**config.mk**
```make
export PLATFORM = sky130hd
export DESIGN_NAME = audio_playback
export DESIGN_NICKNAME = d
export VERILOG_FILES = /design/src/rtl/audio_pkg.sv /design/src/rtl/sample_fifo.sv /design/src/rtl/audio_playback.sv
export SDC_FILE = /design/constraint.sdc
export NUM_CORES = 1
export LEC_CHECK = 0
export BUFFER_PORTS_ARGS = -buffer_cell sky130_fd_sc_hd__buf_2
export CAP_MARGIN = 20
export CORE_MARGIN = 2
export CORE_UTILIZATION = 55
export DETAILED_ROUTE_END_ITERATION = 10
export PLACE_DENSITY_LB_ADDON = 0.2
export RECOVER_POWER = 25
export SYNTH_ARGS = -nofsm -noshare
export SYNTH_HDL_FRONTEND = slang
export SYNTH_SLANG_ARGS = --single-unit
```
**constraint.sdc**
```tcl
create_clock -name clk -period 5.5 [get_ports clk]
set_input_delay 0.275 -clock clk [delete_from_list [all_inputs] [get_ports clk]]
set_output_delay 0.275 -clock clk [all_outputs]
set_load 0.03 [all_outputs]
```
**src/rtl/audio_pkg.sv**
```systemverilog
// ============================================================================
// Module      : audio_pkg
// Description : Shared types and widths for the audio record/playback path.
// Revision    : 1.0 - initial release
// ============================================================================
`default_nettype none

package audio_pkg;

    localparam int SAMPLE_W = 12;
    localparam int ADDR_W   = 23;

    typedef enum logic [1:0] {
        IDLE = 2'd0,
        FILL = 2'd1,
        PLAY = 2'd2
    } state_t;

endpackage

`default_nettype wire

```
**src/rtl/sample_fifo.sv**
```systemverilog
// ============================================================================
// Module      : sample_fifo
// Description : Synchronous single-clock FIFO with flush, full/empty and count.
// Revision    : 1.0 - initial release
// ============================================================================
`default_nettype none

module sample_fifo #(
    parameter int DEPTH = 8,
    parameter int WIDTH = 12
) (
    input  logic                     clk,
    input  logic                     rst,
    input  logic                     i_flush,
    input  logic                     i_wr_en,
    input  logic [WIDTH-1:0]         i_wr_data,
    input  logic                     i_rd_en,
    output logic [WIDTH-1:0]         o_rd_data,
    output logic                     o_full,
    output logic                     o_empty,
    output logic [$clog2(DEPTH):0]   o_count
);

    localparam int              PTR_W   = $clog2(DEPTH);
    localparam logic [PTR_W:0]  C_DEPTH = (PTR_W + 1)'(DEPTH);

    logic [WIDTH-1:0] r_mem [DEPTH];
    logic [PTR_W-1:0] r_wr_ptr;
    logic [PTR_W-1:0] r_rd_ptr;
    logic [PTR_W:0]   r_count;
    logic             w_wr;
    logic             w_rd;

    assign o_full    = (r_count == C_DEPTH);
    assign o_empty   = (r_count == '0);
    assign o_count   = r_count;
    assign o_rd_data = r_mem[r_rd_ptr];

    // A pop frees the slot in the same cycle, so a write into a full FIFO is legal then.
    assign w_rd = i_rd_en && !o_empty;
    assign w_wr = i_wr_en && (!o_full || w_rd);

    always_ff @(posedge clk) begin
        if (rst || i_flush) begin
            r_wr_ptr <= '0;
            r_rd_ptr <= '0;
            r_count  <= '0;
        end else begin
            if (w_wr) begin
                r_wr_ptr <= r_wr_ptr + PTR_W'(1);
            end
            if (w_rd) begin
                r_rd_ptr <= r_rd_ptr + PTR_W'(1);
            end
            case ({w_wr, w_rd})
                2'b10:   r_count <= r_count + (PTR_W + 1)'(1);
                2'b01:   r_count <= r_count - (PTR_W + 1)'(1);
                default: r_count <= r_count;
            endcase
        end
    end

    always_ff @(posedge clk) begin
        if (w_wr && !i_flush) begin
            r_mem[r_wr_ptr] <= i_wr_data;
        end
    end

endmodule

`default_nettype wire

```
**src/rtl/audio_playback.sv**
```systemverilog
// ============================================================================
// Module      : audio_playback
// Description : Fetches samples from the RAM reader, buffers them and plays
//               them out at a fixed rate through a 12-bit PWM.
// Revision    : 1.0 - initial release
// ============================================================================
`default_nettype none

module audio_playback
    import audio_pkg::*;
#(
    parameter int SAMPLE_DIV = 2268,
    parameter int FIFO_DEPTH = 8
) (
    input  logic                clk,
    input  logic                rst,
    input  logic                i_play,
    input  logic                i_stop,
    input  logic [ADDR_W-1:0]   i_length,
    output logic                o_read_enable,
    input  logic                i_read_valid,
    input  logic [SAMPLE_W-1:0] i_sample_in,
    output logic                o_audio_pwm,
    output logic                o_audio_sd,
    output logic                o_busy,
    output logic                o_done,
    output logic                o_underrun
);

    localparam int                 CNT_W       = $clog2(FIFO_DEPTH) + 1;
    localparam int                 TICK_W      = $clog2(SAMPLE_DIV);
    localparam logic [CNT_W:0]     C_DEPTH_LVL = (CNT_W + 1)'(FIFO_DEPTH);
    localparam logic [TICK_W-1:0]  C_TICK_LOAD = TICK_W'(SAMPLE_DIV - 1);

    state_t              r_state;
    state_t              w_state_next;
    logic                w_done_next;
    logic [ADDR_W-1:0]   r_length;
    logic [ADDR_W-1:0]   r_requested;
    logic [ADDR_W-1:0]   r_played;
    logic                r_outstanding;
    logic                r_discard;
    logic                r_read_en;
    logic                r_done;
    logic                r_underrun;
    logic [TICK_W-1:0]   r_tick_cnt;
    logic [SAMPLE_W-1:0] r_pwm_cnt;
    logic [SAMPLE_W-1:0] r_cur_sample;
    logic                r_audio_pwm;

    logic                w_active;
    logic                w_play_acc;
    logic                w_stop_acc;
    logic                w_tick;
    logic                w_pop;
    logic                w_last;
    logic                w_fifo_wr;
    logic                w_can_req;
    logic [CNT_W:0]      w_fill_level;
    logic [CNT_W-1:0]    w_fifo_count;
    logic                w_fifo_full;
    logic                w_fifo_empty;
    logic [SAMPLE_W-1:0] w_fifo_rd_data;

    assign w_active   = (r_state != IDLE);
    assign w_play_acc = i_play && (r_state == IDLE);
    assign w_stop_acc = i_stop && w_active;
    assign w_tick     = (r_state == PLAY) && (r_tick_cnt == '0) && !i_stop;
    assign w_pop      = w_tick && !w_fifo_empty;
    assign w_last     = w_pop && (r_played == r_length - ADDR_W'(1));
    assign w_fifo_wr  = i_read_valid && w_active && !r_discard && !i_stop;

    // The in-flight sample is counted against capacity so it always has a slot.
    assign w_fill_level = {1'b0, w_fifo_count} + (CNT_W + 1)'(r_outstanding);
    assign w_can_req    = w_active && !w_stop_acc
                        && (!r_outstanding || i_read_valid)
                        && (r_requested < r_length)
                        && (w_fill_level < C_DEPTH_LVL);

    sample_fifo #(
        .DEPTH (FIFO_DEPTH),
        .WIDTH (SAMPLE_W)
    ) u_fifo (
        .clk       (clk),
        .rst       (rst),
        .i_flush   (w_stop_acc),
        .i_wr_en   (w_fifo_wr),
        .i_wr_data (i_sample_in),
        .i_rd_en   (w_pop),
        .o_rd_data (w_fifo_rd_data),
        .o_full    (w_fifo_full),
        .o_empty   (w_fifo_empty),
        .o_count   (w_fifo_count)
    );

    always_comb begin
        w_state_next = r_state;
        w_done_next  = 1'b0;
        unique case (r_state)
            IDLE: begin
                if (i_play) begin
                    if (i_length == '0) begin
                        w_done_next = 1'b1;
                    end else begin
                        w_state_next = FILL;
                    end
                end
            end
            FILL: begin
                if (i_stop) begin
                    w_state_next = IDLE;
                end else if (w_fifo_full ||
                             ((r_requested == r_length) && !r_outstanding)) begin
                    w_state_next = PLAY;
                end
            end
            PLAY: begin
                if (i_stop) begin
                    w_state_next = IDLE;
                end else if (w_last) begin
                    w_state_next = IDLE;
                    w_done_next  = 1'b1;
                end
            end
            default: w_state_next = IDLE;
        endcase
    end

    always_ff @(posedge clk) begin
        if (rst) begin
            r_state       <= IDLE;
            r_length      <= '0;
            r_requested   <= '0;
            r_played      <= '0;
            r_outstanding <= 1'b0;
            r_discard     <= 1'b0;
            r_read_en     <= 1'b0;
            r_done        <= 1'b0;
            r_underrun    <= 1'b0;
            r_tick_cnt    <= '0;
            r_pwm_cnt     <= '0;
            r_cur_sample  <= '0;
            r_audio_pwm   <= 1'b0;
        end else begin
            r_state   <= w_state_next;
            r_done    <= w_done_next;
            r_read_en <= w_can_req;

            if (w_play_acc) begin
                r_length    <= i_length;
                r_requested <= '0;
                r_played    <= '0;
                r_underrun  <= 1'b0;
            end else begin
                if (w_can_req) begin
                    r_requested <= r_requested + ADDR_W'(1);
                end
                if (w_pop) begin
                    r_played <= r_played + ADDR_W'(1);
                end
                if (w_tick && w_fifo_empty) begin
                    r_underrun <= 1'b1;
                end
            end

            if (w_can_req) begin
                r_outstanding <= 1'b1;
            end else if (i_read_valid) begin
                r_outstanding <= 1'b0;
            end

            // A request abandoned by Stop still returns data; remember to drop it.
            if (i_read_valid) begin
                r_discard <= 1'b0;
            end else if (w_stop_acc && r_outstanding) begin
                r_discard <= 1'b1;
            end

            if ((w_state_next == PLAY) && (r_state != PLAY)) begin
                r_tick_cnt <= C_TICK_LOAD;
            end else if (r_state == PLAY) begin
                r_tick_cnt <= (r_tick_cnt == '0) ? C_TICK_LOAD : r_tick_cnt - TICK_W'(1);
            end

            if (r_state == IDLE) begin
                r_cur_sample <= '0;
            end else if (w_pop) begin
                r_cur_sample <= w_fifo_rd_data;
            end

            r_pwm_cnt   <= r_pwm_cnt + SAMPLE_W'(1);
            r_audio_pwm <= (r_pwm_cnt < r_cur_sample);
        end
    end

    assign o_read_enable = r_read_en;
    assign o_audio_pwm   = r_audio_pwm;
    assign o_audio_sd    = (r_state == FILL) || (r_state == PLAY);
    assign o_busy        = w_active;
    assign o_done        = r_done;
    assign o_underrun    = r_underrun;

endmodule

`default_nettype wire

```
# ---- After elaboration in Yosys (flattened, before gate mapping)
# Memory sizes are Yosys's and may differ from the RTL's. A register that Yosys moved wholly into a read port is not among the register bits.
# Cells that the tools add are included.
dict set report totals {
  regBits 111
  latch_bits 0
  ramBits 96
  mem_bits_ro 0
  elab_cells 102
  mem_count 1
}
dict set report classes {
  add_sub_neg 10
  n_mul 0
  div_mod_pow 0
  n_lt_le_gt_ge 3
  n_eq_ne 9
  n_shift 0
  mux 20
  bitwise_logic 0
  n_reduce_logical 43
}
# memory words word_bits read_ports rd_ports_with_merged_regs wr line
set memory_table {}
lappend memory_table {u_fifo.r_mem 8 12 1 1 1 sample_fifo.sv:27} ;# logic [WIDTH-1:0] r_mem [DEPTH];
# operator n
set op_table {}
lappend op_table {{adder 23 x 1 -> 23 bit (second input constant)} 2}
lappend op_table {{equality test 23 bit} 2}
lappend op_table {{two-way mux 12 bit} 3}
lappend op_table {{zero test 23 bit} 1}
lappend op_table {{less-than comparator 23 bit} 1}
lappend op_table {{subtractor 23 x 1 -> 23 bit (second input constant)} 1}
lappend op_table {{logical AND 1 bit} 20}
lappend op_table {{adder 12 x 1 -> 12 bit (second input constant)} 1}
lappend op_table {{zero test 12 bit} 1}
lappend op_table {{less-than comparator 12 bit} 1}
lappend op_table {{two-way mux 2 bit} 6}
lappend op_table {{subtractor 12 x 1 -> 12 bit (second input constant)} 1}
lappend op_table {{two-way mux 1 bit} 8}
lappend op_table {{case mux 4 bit (2 select lines)} 1}
lappend op_table {{nonzero test 2 bit} 4}
lappend op_table {{OR reduction 2 bit} 4}
lappend op_table {{adder 3 x 1 -> 3 bit (second input constant)} 2}
lappend op_table {{equality test 2 bit (second input constant)} 3}
lappend op_table {{zero test 1 bit} 6}
lappend op_table {{case mux 2 bit (3 select lines)} 1}
lappend op_table {{adder 4 x 1 -> 5 bit} 1}
lappend op_table {{logical OR 1 bit} 5}
lappend op_table {{less-than comparator 5 x 4 -> 1 bit (second input constant)} 1}
lappend op_table {{adder 4 x 1 -> 4 bit (second input constant)} 1}
lappend op_table {{7 further kinds} 8}

# ---- Longest topological paths before layout
# Gate-level depths: netlist of run 1.
dict set report depth {
  word_depth 11
  mapped_depth 14
  mapped_depth_nobuf 14
}

# ---- Cells and area by module
# From an unflattened synthesis of run 1, not the netlist that was laid out.
dict set report unflattened {
  hier_cells 1053
  hier_area_um2 10944.2
}
# module instances cells_each area_per_inst_um2
set by_module_without_submodules {}
lappend by_module_without_submodules {audio_playback 1 827 6500.0}
lappend by_module_without_submodules {sample_fifo 1 226 4444.3}

# ---- Worst setup path after synthesis of run 1
# Ideal clock, no wire load.
dict set report synth_path {
  path_kind {register to register}
  startpoint {register r_state[0]}
  endpoint {memory u_fifo.r_mem[2][0] (enable)}
  setup_time_ns 0.417
  arrival_ns 2.930
  path_slack_ns 2.153
  stages_incl_launch_ff 8
  path_buffers 0
  synth_period_minus_slack_ns 3.347
  cell_sequence {dfxtp_1 inv_1 ha_1 inv_1 nand3_1 a21oi_1 inv_1 nor4b_1}
}
dict set report synth_via {
  elab_cells_between_ends 16
  classes_between {eq/ne (1); mux (2); reduce/logical (13)}
}
# item line
set synth_lines {}
lappend synth_lines {{start, declared} audio_playback.sv:35} ;# state_t r_state;
lappend synth_lines {{start signal, assigned} audio_playback.sv:145} ;# r_state <= w_state_next;
lappend synth_lines {{nonzero test 2 bit *} audio_playback.sv:65} ;# assign w_active = (r_state != IDLE);
lappend synth_lines {{net o_busy} audio_playback.sv:25} ;# output logic o_busy,
lappend synth_lines {{logical AND 1 bit (3 in series)} audio_playback.sv:71} ;# assign w_fifo_wr = i_read_valid && w_active && !r_discard && !i_stop;
lappend synth_lines {{logical AND 1 bit} sample_fifo.sv:41} ;# assign w_wr = i_wr_en && (!o_full || w_rd);
lappend synth_lines {{logical AND 1 bit *} sample_fifo.sv:64} ;# if (w_wr && !i_flush) begin
lappend synth_lines {{two-way mux 1 bit *} sample_fifo.sv:64}
lappend synth_lines {{two-way mux 1 bit (not written as such) *} sample_fifo.sv:65} ;# r_mem[r_wr_ptr] <= i_wr_data;
lappend synth_lines {{end, declared} sample_fifo.sv:27}
# The timed path passes the listed nets; every way through them passes the cells marked *.

# ---- Worst setup path after layout of run 1
dict set report layout_path {
  startpoint {register r_tick_cnt[3]}
  endpoint {register u_fifo.r_count[3] (netlist: u_fifo.o_count[3])}
}
dict set report layout_via {
  elab_chain_len 9
  elab_cells_between_ends 11
  classes_between {eq/ne (2); mux (1); reduce/logical (8)}
}
# item line
set layout_lines {}
lappend layout_lines {{start, declared} audio_playback.sv:46} ;# logic [TICK_W-1:0] r_tick_cnt;
lappend layout_lines {{start signal, assigned} audio_playback.sv:182} ;# r_tick_cnt <= (r_tick_cnt == '0) ? C_TICK_LOAD : r_tick_cnt - TICK_W'(1);
lappend layout_lines {{zero test 12 bit *} audio_playback.sv:68} ;# assign w_tick = (r_state == PLAY) && (r_tick_cnt == '0) && !i_stop;
lappend layout_lines {{logical AND 1 bit * (2 in series)} audio_playback.sv:68}
lappend layout_lines {{logical AND 1 bit *} audio_playback.sv:69} ;# assign w_pop = w_tick && !w_fifo_empty;
lappend layout_lines {{logical AND 1 bit *} sample_fifo.sv:40} ;# assign w_rd = i_rd_en && !o_empty;
lappend layout_lines {{logical OR 1 bit} sample_fifo.sv:41}
lappend layout_lines {{logical AND 1 bit} sample_fifo.sv:41}
lappend layout_lines {{equality test 2 x 1 -> 1 bit / equality test 2 bit (equally long branches)} sample_fifo.sv:55} ;# case ({w_wr, w_rd})
lappend layout_lines {{case mux 4 bit (2 select lines) / nonzero test 2 bit (equally long branches)} n/a}
lappend layout_lines {{end signal, assigned} sample_fifo.sv:56} ;# 2'b10: r_count <= r_count + (PTR_W + 1)'(1);
lappend layout_lines {{end signal, assigned} sample_fifo.sv:57} ;# 2'b01: r_count <= r_count - (PTR_W + 1)'(1);
lappend layout_lines {{end signal, assigned} sample_fifo.sv:58} ;# default: r_count <= r_count;
lappend layout_lines {{end, declared} sample_fifo.sv:30} ;# logic [PTR_W:0] r_count;
# Mark *: on every way between the ends. The rest lies on a longest branch, timed or not.
# A chain may end at the register's enable or synchronous reset.

==> metrics.csv, run 1 <==
metric,value,unit
hold_violations,0,
skew,0.0187,ns
dp_hpwl,16.1,mm
num_io_pins,46,
synthAdderAreaFrac,5.76,%
dieWidth,144,µm
min_from,i_length[18],
synthArstFlopShare,0,%
grt_pass1_vias,7634,
synth_top_cell_by_area,edfxtp_1,
clkTransAtPathRegs,0.06,ns
ys_types,67,
insertedDiodeCount,0,
cts_root_buffer,clkbuf_16,
cts.sinks,219,
crit_path_start_kind,flop,
clkLatencyLatePin,0.54,ns
synth_top_family_by_area,simple AND/OR/NAND/NOR gates,
drc,0,
stdcell_area,12400,µm²
place_congestion,0.836,
die_area,20700,µm²
synth_most_common_cell,dfxtp_1,
synthesis.nets,1121,
power.density,304,nW/µm²
drive_gt1_share,12.6,%
synth_xor_xnor_area_share,5.52,%
worstRegToRegCells,12,
cpMostUsedCell,a21oi_1,
io_buffers,45,
ant_nets,0,
cpLargestDelayFamily,simple AND/OR/NAND/NOR gates,
hold_end,r_length[18]$_SDFFE_PP0P_,
multi_input_area,5090,µm²
hold_depth,3,
grt_pass1_wl,37.9,mm
r2r-end,u_fifo.o_count[3]$_SDFFE_PP0P_,
fmax,309,MHz
relSlewSlack,32.0,%
synthSimpleGateAreaFrac,18.0,%
route.vias.total,7869,
synthCells,1032,
grt_usage,23.0,%
hp-class,input port to flop,
crit_start,r_tick_cnt[3]$_SDFFE_PP0P_,
area_growth,14.7,%
placed_area,11300,µm²
h-tree-depth,1,
drv_slew,0,
synth_edf_count,96,
rr_startpoint,r_tick_cnt[3]$_SDFFE_PP0P_,
synth_compound_area_share,11.0,%
synth_area_leaders,"edfxtp_1 27%, dfxtp_1 23%, ha_1 5.6%",
syn_avg_cell_area,10.4,µm²
core,19300,µm²
seqCellArea,5350,µm²
cp_slowest_cell,or3_1,
grt_max_degree,55,
layout_min_cycle_time,3.24,ns
finalSetupViolCount,0,
synth-main-ff-cell,dfxtp_1,
utilization,64.0,%
fillers,1534,
end_kind,flop,
synth_area,10800,µm²
placed_cells,1304,
drt_pass1_iterations,5,
period_share,58.9,%
synth-seq-cells,219,
crit_fanout,8,
drtIter0Drc,430,
cts_tree,built,
status,finished clean,
setup_ws,2.26,ns
grt_overflow,0,
p_leak,4.32,nW
cp_cell_sequence,or3_1 -> nor2_1 -> nand4_1 -> a21oi_1 -> inv_1 -> ha_1 -> ha_1 -> a21o_1 -> a21oi_1 -> xnor2_1 -> or3_1 -> a21oi_1,
required,5.97,ns
synthMuxAreaShare,6.50,%
worst_pin_slew,1.02,ns
clock_path_buffers,3,
cap_violations,0,
drt-vias-per-instance,5.74,
synth_common_cells,"123 x dfxtp_1, 96 x edfxtp_1, 93 x nor2_1",
cts_buffers,24,
routed_wl,23.6,mm
stdcell_count,1371,
pre_cts_ws,2.29,ns
max_stage_delay,0.42,ns
yosysWarnings,0,
rsz0062_at_grt,no,
rows,51,
worst-setup-path-type,flop to flop,
yosysSeqAreaShare,49.6,%
arrival,3.71,ns
r2r_slack,2.26,ns
path_buf_inv,1,
wl_per_cell,17.2,µm
tns,0,ns
fp.dieH,144,µm
synth_top_area_share,26.7,%
nNetsFinal,1177,
start_util,55.8,%
peakVddDrop,0.000302,V
antenna_found_initial,0,
ctsResizeCount,0,
## flip-flops by register name, indices dropped and copies added (netlist names)
name             count
u_fifo.r_mem        96
r_length            23
r_played            23
r_requested         23
r_cur_sample        12
r_pwm_cnt           12
r_tick_cnt          12
u_fifo.o_count       4
u_fifo.r_rd_ptr      3
u_fifo.r_wr_ptr      3
r_state              2
o_audio_pwm          1
o_done               1
o_read_enable        1
o_underrun           1
r_discard            1
r_outstanding        1
## report_power, final
part / internal, W / switching (W)
combinational: 0.000115 / 0.000177
clock: 0.00106 / 0.000665
sequential: 0.00172 / 0.0000267
## cells in the final DEF, fill, tap and decap left out, drive strengths merged, types with 17 or more instances in the layout
master / n
o31ai: 17
mux4: 24
xnor2: 39
dfxtp: 123
edfxtp: 96
xor2: 29
nand2: 90
ha: 48
inv: 56
buf: 46
or4: 19
dlygate4sd3: 20
a211oi: 17
nor4: 19
a21oi: 69
clkbuf: 40
nor3: 22
nand4: 30
nor2: 94
nand3: 30
o21ai: 22
## metrics by stage
step,total power (W),hold slack [ns]
2_1_floorplan,0.00197,0.354
3_3_place_gp,0.00205,0.440
3_5_place_dp,0.00205,0.443
4_1_cts,0.00379,0.000150
5_1_grt,0.00389,0.0164
6_report,0.00376,0.0186
## tightest hold or removal path, delay by kind of cell
| family | cells | cell delay, ns |
|---|---|---|
| AOI/OAI and AO/OA | 1 | 0.05 |
| buffers and inverters | 1 | 0.11 |
| and+or+nand+nor | 1 | 0.05 |
## per-layer routing
metal  GRT usage [%]  routed length [µm]  up-vias  part of all wire (%)
li1                -                   -     3922                     -
met1            29.3               10600     3754                    45
met2            40.4               11500      152                    49
met3            2.95                 783       41                   3.3
met4            8.05                 664        0                   2.8
met5               0                   0        -                     0
## how the worst max path moves through the flow
| stage | to | slack [ns] | cells after the start |
|---|---|---|---|
| floorplan | u_fifo.r_mem[2][0]$_DFFE_PP_ | 2.15 | 7 |
| global placement | u_fifo.o_count[3]$_SDFFE_PP0P_ | 2.36 | 13 |
| detailed placement | u_fifo.o_count[3]$_SDFFE_PP0P_ | 2.29 | 13 |
| CTS | u_fifo.o_count[3]$_SDFFE_PP0P_ | 2.26 | 13 |
| global route | u_fifo.o_count[3]$_SDFFE_PP0P_ | 1.98 | 12 |
| finish | u_fifo.o_count[3]$_SDFFE_PP0P_ | 2.26 | 12 |
## cell families (layout without fill, tap and decap cells)
group | after synthesis | count (layout)
buffers and inverters | 103 | 177
AND/OR/NAND/NOR | 374 | 374
multiplexers | 40 | 40
flip-flops | 219 | 219
AO/OA/AOI/OAI | 179 | 179
adder cells (fa/ha/maj) | 49 | 49
XOR/XNOR | 68 | 68
## layout make-up
| type | instances | area share, % |
|---|---|---|
| clock buffers | 28 | 5.06 |
| clock inverters | 16 | 1.89 |
| inverters | 55 | 1.67 |
| multi-input cells | 710 | 41.1 |
| flip-flops and latches | 219 | 43.2 |
| well taps | 265 | 2.68 |
| repair buffers | 78 | 4.35 |
## what timing repair did
action                    4_1_cts  5_1_grt
setup buffers                   0        0
hold buffers                   20        0
hold endpoints to repair       49        0
No activity file was read; power rests on OpenSTA's default activity.
==> run 2: changes to the inputs <==
clock period = 3.1 ns   (was 5.5 ns; I/O delays follow)
==> run 2 against run 1 <==
Effect of this change: routed wire length up 7.1%; core utilization grew 1.8 points; critical path depth is the same; combinational power grew 96%; via count is 3.7% higher; clock power increased by 82%; worst hold slack better by 0.025 ns; flip-flop and latch count unchanged; non-clock buffer count is 39 higher; global-route usage increased by 2.0 points.
==> metrics.csv, run 2 (synthesized netlist as in run 1, its figures left out) <==
metric,value,unit,change
comb_power_share,8.4,%,was 7.8%
cts_setup_buffers,0,,unchanged
p_sw,0.00157,W,was 0.000868 W
insertedDiodeCount,0,,unchanged
drive_gt1_share,14.5,%,was 12.6%
status,finished clean,,unchanged
cts_buffers,24,,unchanged
cts_tree,built,,unchanged
p_int,0.00521,W,was 0.00289 W
fmax,343,MHz,was 309 MHz
hold_end,r_discard$_SDFFE_PP0P_,,was r_length[18]$_SDFFE_PP0P_
cp_cell_sequence,or3_1 -> nor2_1 -> nand4_1 -> a21oi_2 -> inv_1 -> ha_1 -> ha_1 -> a21o_1 -> a21oi_1 -> xnor2_1 -> or3_1 -> a21oi_1,,was or3_1 -> nor2_1 -> nand4_1 -> a21oi_1 -> inv_1 -> ha_1 -> ha_1 -> a21o_1 -> a21oi_1 -> xnor2_1 -> or3_1 -> a21oi_1
worst-setup-path-type,flop to flop,,unchanged
crit_path_start_kind,flop,,unchanged
grt_pass1_wl,40.6,mm,was 37.9 mm
drc,0,,unchanged
arrival,3.38,ns,was 3.71 ns
num_io_pins,46,,unchanged
period_share,94.2,%,was 58.9%
cap_violations,0,,unchanged
worst_pin_slew,0.944,ns,was 1.02 ns
drt-vias-per-instance,5.79,,was 5.74
grt_max_degree,36,,was 55
h-tree-depth,1,,unchanged
start_util,55.8,%,unchanged
largest_reg_flops,96,,unchanged
cts_root_buffer,clkbuf_16,,unchanged
dp_hpwl,17.1,mm,was 16.1 mm
drt_pass1_iterations,4,,was 5
nNetsFinal,1216,,was 1177
cts.sinks,219,,unchanged
end_kind,flop,,unchanged
routed_wl,25.2,mm,was 23.6 mm
p_leak,4.51,nW,was 4.32 nW
worstRegToRegCells,12,,unchanged
rows,51,,unchanged
max_stage_delay,0.42,ns,about the same
peakVddDrop,0.000450,V,was 0.000302 V
grt_pass1_vias,7911,,was 7634
antenna_found_initial,0,,unchanged
pwr-share-clk,46.1,%,was 45.8%
hold_violations,0,,unchanged
power.density,533,nW/µm²,was 304 nW/µm²
grt_usage,25.0,%,was 23.0%
crit_fanout,8,,unchanged
drv_slew,0,,unchanged
final_common_cell,dfxtp_1,,unchanged
dieWidth,144,µm,unchanged
fp.dieH,144,µm,unchanged
hold_depth,3,,unchanged
route.vias.total,8157,,was 7869
placed_cells,1330,,was 1304
skew,0.0110,ns,was 0.0187 ns
seqPwrFrac,45.5,%,was 46.4%
rr_startpoint,r_tick_cnt[3]$_SDFFE_PP0P_,,unchanged
clkLatencyLatePin,0.52,ns,was 0.54 ns
finalSetupViolCount,0,,unchanged
final_cell_mix,"122 x dfxtp_1, 96 x edfxtp_1, 92 x nor2_1, 90 x nand2_1, 68 x a21oi_1",,"was 122 x dfxtp_1, 96 x edfxtp_1, 92 x nor2_1, 90 x nand2_1, 69 x a21oi_1"
multi_input_area,5090,µm²,about the same
wl_per_cell,17.9,µm,was 17.2 µm
r2r_slack,0.18,ns,was 2.26 ns
relSlewSlack,37.0,%,was 32.0%
utilization,65.7,%,was 64.0%
ant_nets,0,,unchanged
seqCellArea,5350,µm²,unchanged
pre_cts_ws,0.216,ns,was 2.29 ns
clkTransAtPathRegs,0.07,ns,was 0.06 ns
place_congestion,0.907,,was 0.836
switching_share,23.2,%,was 23.1%
fillers,1497,,was 1534
hp-class,input port to flop,,unchanged
clock_path_buffers,3,,unchanged
drtIter0Drc,480,,was 430
required,3.56,ns,was 5.97 ns
cp_slowest_cell,or3_1,,unchanged
layout_min_cycle_time,2.92,ns,was 3.24 ns
min_from,i_stop,,was i_length[18]
setup_ws,0.180,ns,was 2.26 ns
stdcell_count,1410,,was 1371
area_growth,17.9,%,was 14.7%
timing.hold.ws,0.0435,ns,was 0.0186 ns
top_register,u_fifo.r_mem,,unchanged
grt_overflow,0,,unchanged
r2r-end,u_fifo.o_count[3]$_SDFFE_PP0P_,,unchanged
core,19300,µm²,unchanged
die_area,20700,µm²,unchanged
io_buffers,45,,unchanged
[run 2: cell types whose count changed in the layout (fill, tap and decap cells not counted), sizes merged]
cell | before | now
dlygate4sd3 | 20 | 36
clkinvlp | 2 | 4
bufinv | 5 | 6
inv | 56 | 55
clkinv | 8 | 10
clkbuf | 40 | 35
buf | 46 | 70
[run 2: power by group through the flow]
stage	logic [W]	clock network (W)	registers, W
6_report	0.000572	0.00313	0.00308
4_1_cts	0.000570	0.00319	0.00308
2_1_floorplan	0.000362	0	0.00314
3_3_place_gp	0.000527	0	0.00314
5_1_grt	0.000631	0.00330	0.00309
3_5_place_dp	0.000532	0	0.00314
[run 2: worst max-delay path: cells and delay by family (launching register included)]
family                   cells  cell delay, ns
flip-flops                   1            0.37
buffers and inverters        1            0.15
AO/OA/AOI/OAI                4            0.65
adder cells (fa/ha/maj)      2            0.55
AND/OR/NAND/NOR              4            1.04
XOR/XNOR                     1            0.08
[run 2: stage by stage]
step	TNS [ns]	area (µm²)	total power, W
global placement	0	11500	0.00367
detailed placement	0	11500	0.00368
finish	0	12700	0.00678
global route	-0.00618	12700	0.00701
CTS	0	12700	0.00684
floorplan	0	10800	0.00350
[run 2: layer usage]
metal | part of all wire [%] | track usage, % | vias up
met1 | 43 | 31.3 | 3929
met2 | 50 | 44.3 | 193
met4 | 2.5 | 7.43 | 0
met3 | 4.8 | 4.37 | 53
li1 | - | - | 3982
met5 | 0 | 0 | -
[run 2: cell type report]
type                       instances  area share [%]
clock buffer                      24            4.72
clock inverter                    20            2.20
timing repair buffer             117            6.72
sequential                       219            42.1
tap                              265            2.61
multi-input combinational        710            40.1
inverter                          55            1.62
[run 2: how the worst max path moves through the flow]
stage                                from                             end  slack, ns  depth (start not counted)
6_report       r_tick_cnt[3]$_SDFFE_PP0P_  u_fifo.o_count[3]$_SDFFE_PP0P_       0.18                         12
4_1_cts        r_tick_cnt[3]$_SDFFE_PP0P_  u_fifo.o_count[3]$_SDFFE_PP0P_       0.18                         12
3_3_place_gp   r_tick_cnt[3]$_SDFFE_PP0P_  u_fifo.o_count[3]$_SDFFE_PP0P_       0.27                         12
2_1_floorplan       r_state[0]$_SDFF_PP0_  u_fifo.o_count[3]$_SDFFE_PP0P_       0.14                         13
5_1_grt        r_tick_cnt[3]$_SDFFE_PP0P_  u_fifo.o_count[3]$_SDFFE_PP0P_     -0.006                         12
3_5_place_dp   r_tick_cnt[3]$_SDFFE_PP0P_  u_fifo.o_count[3]$_SDFFE_PP0P_       0.22                         12
[run 2: what timing repair did]
item                       4_1_cts  5_1_grt
hold buffers                    36        0
hold endpoints to repair       121        0
gates resized for setup          0        1
setup endpoints to repair        0        1
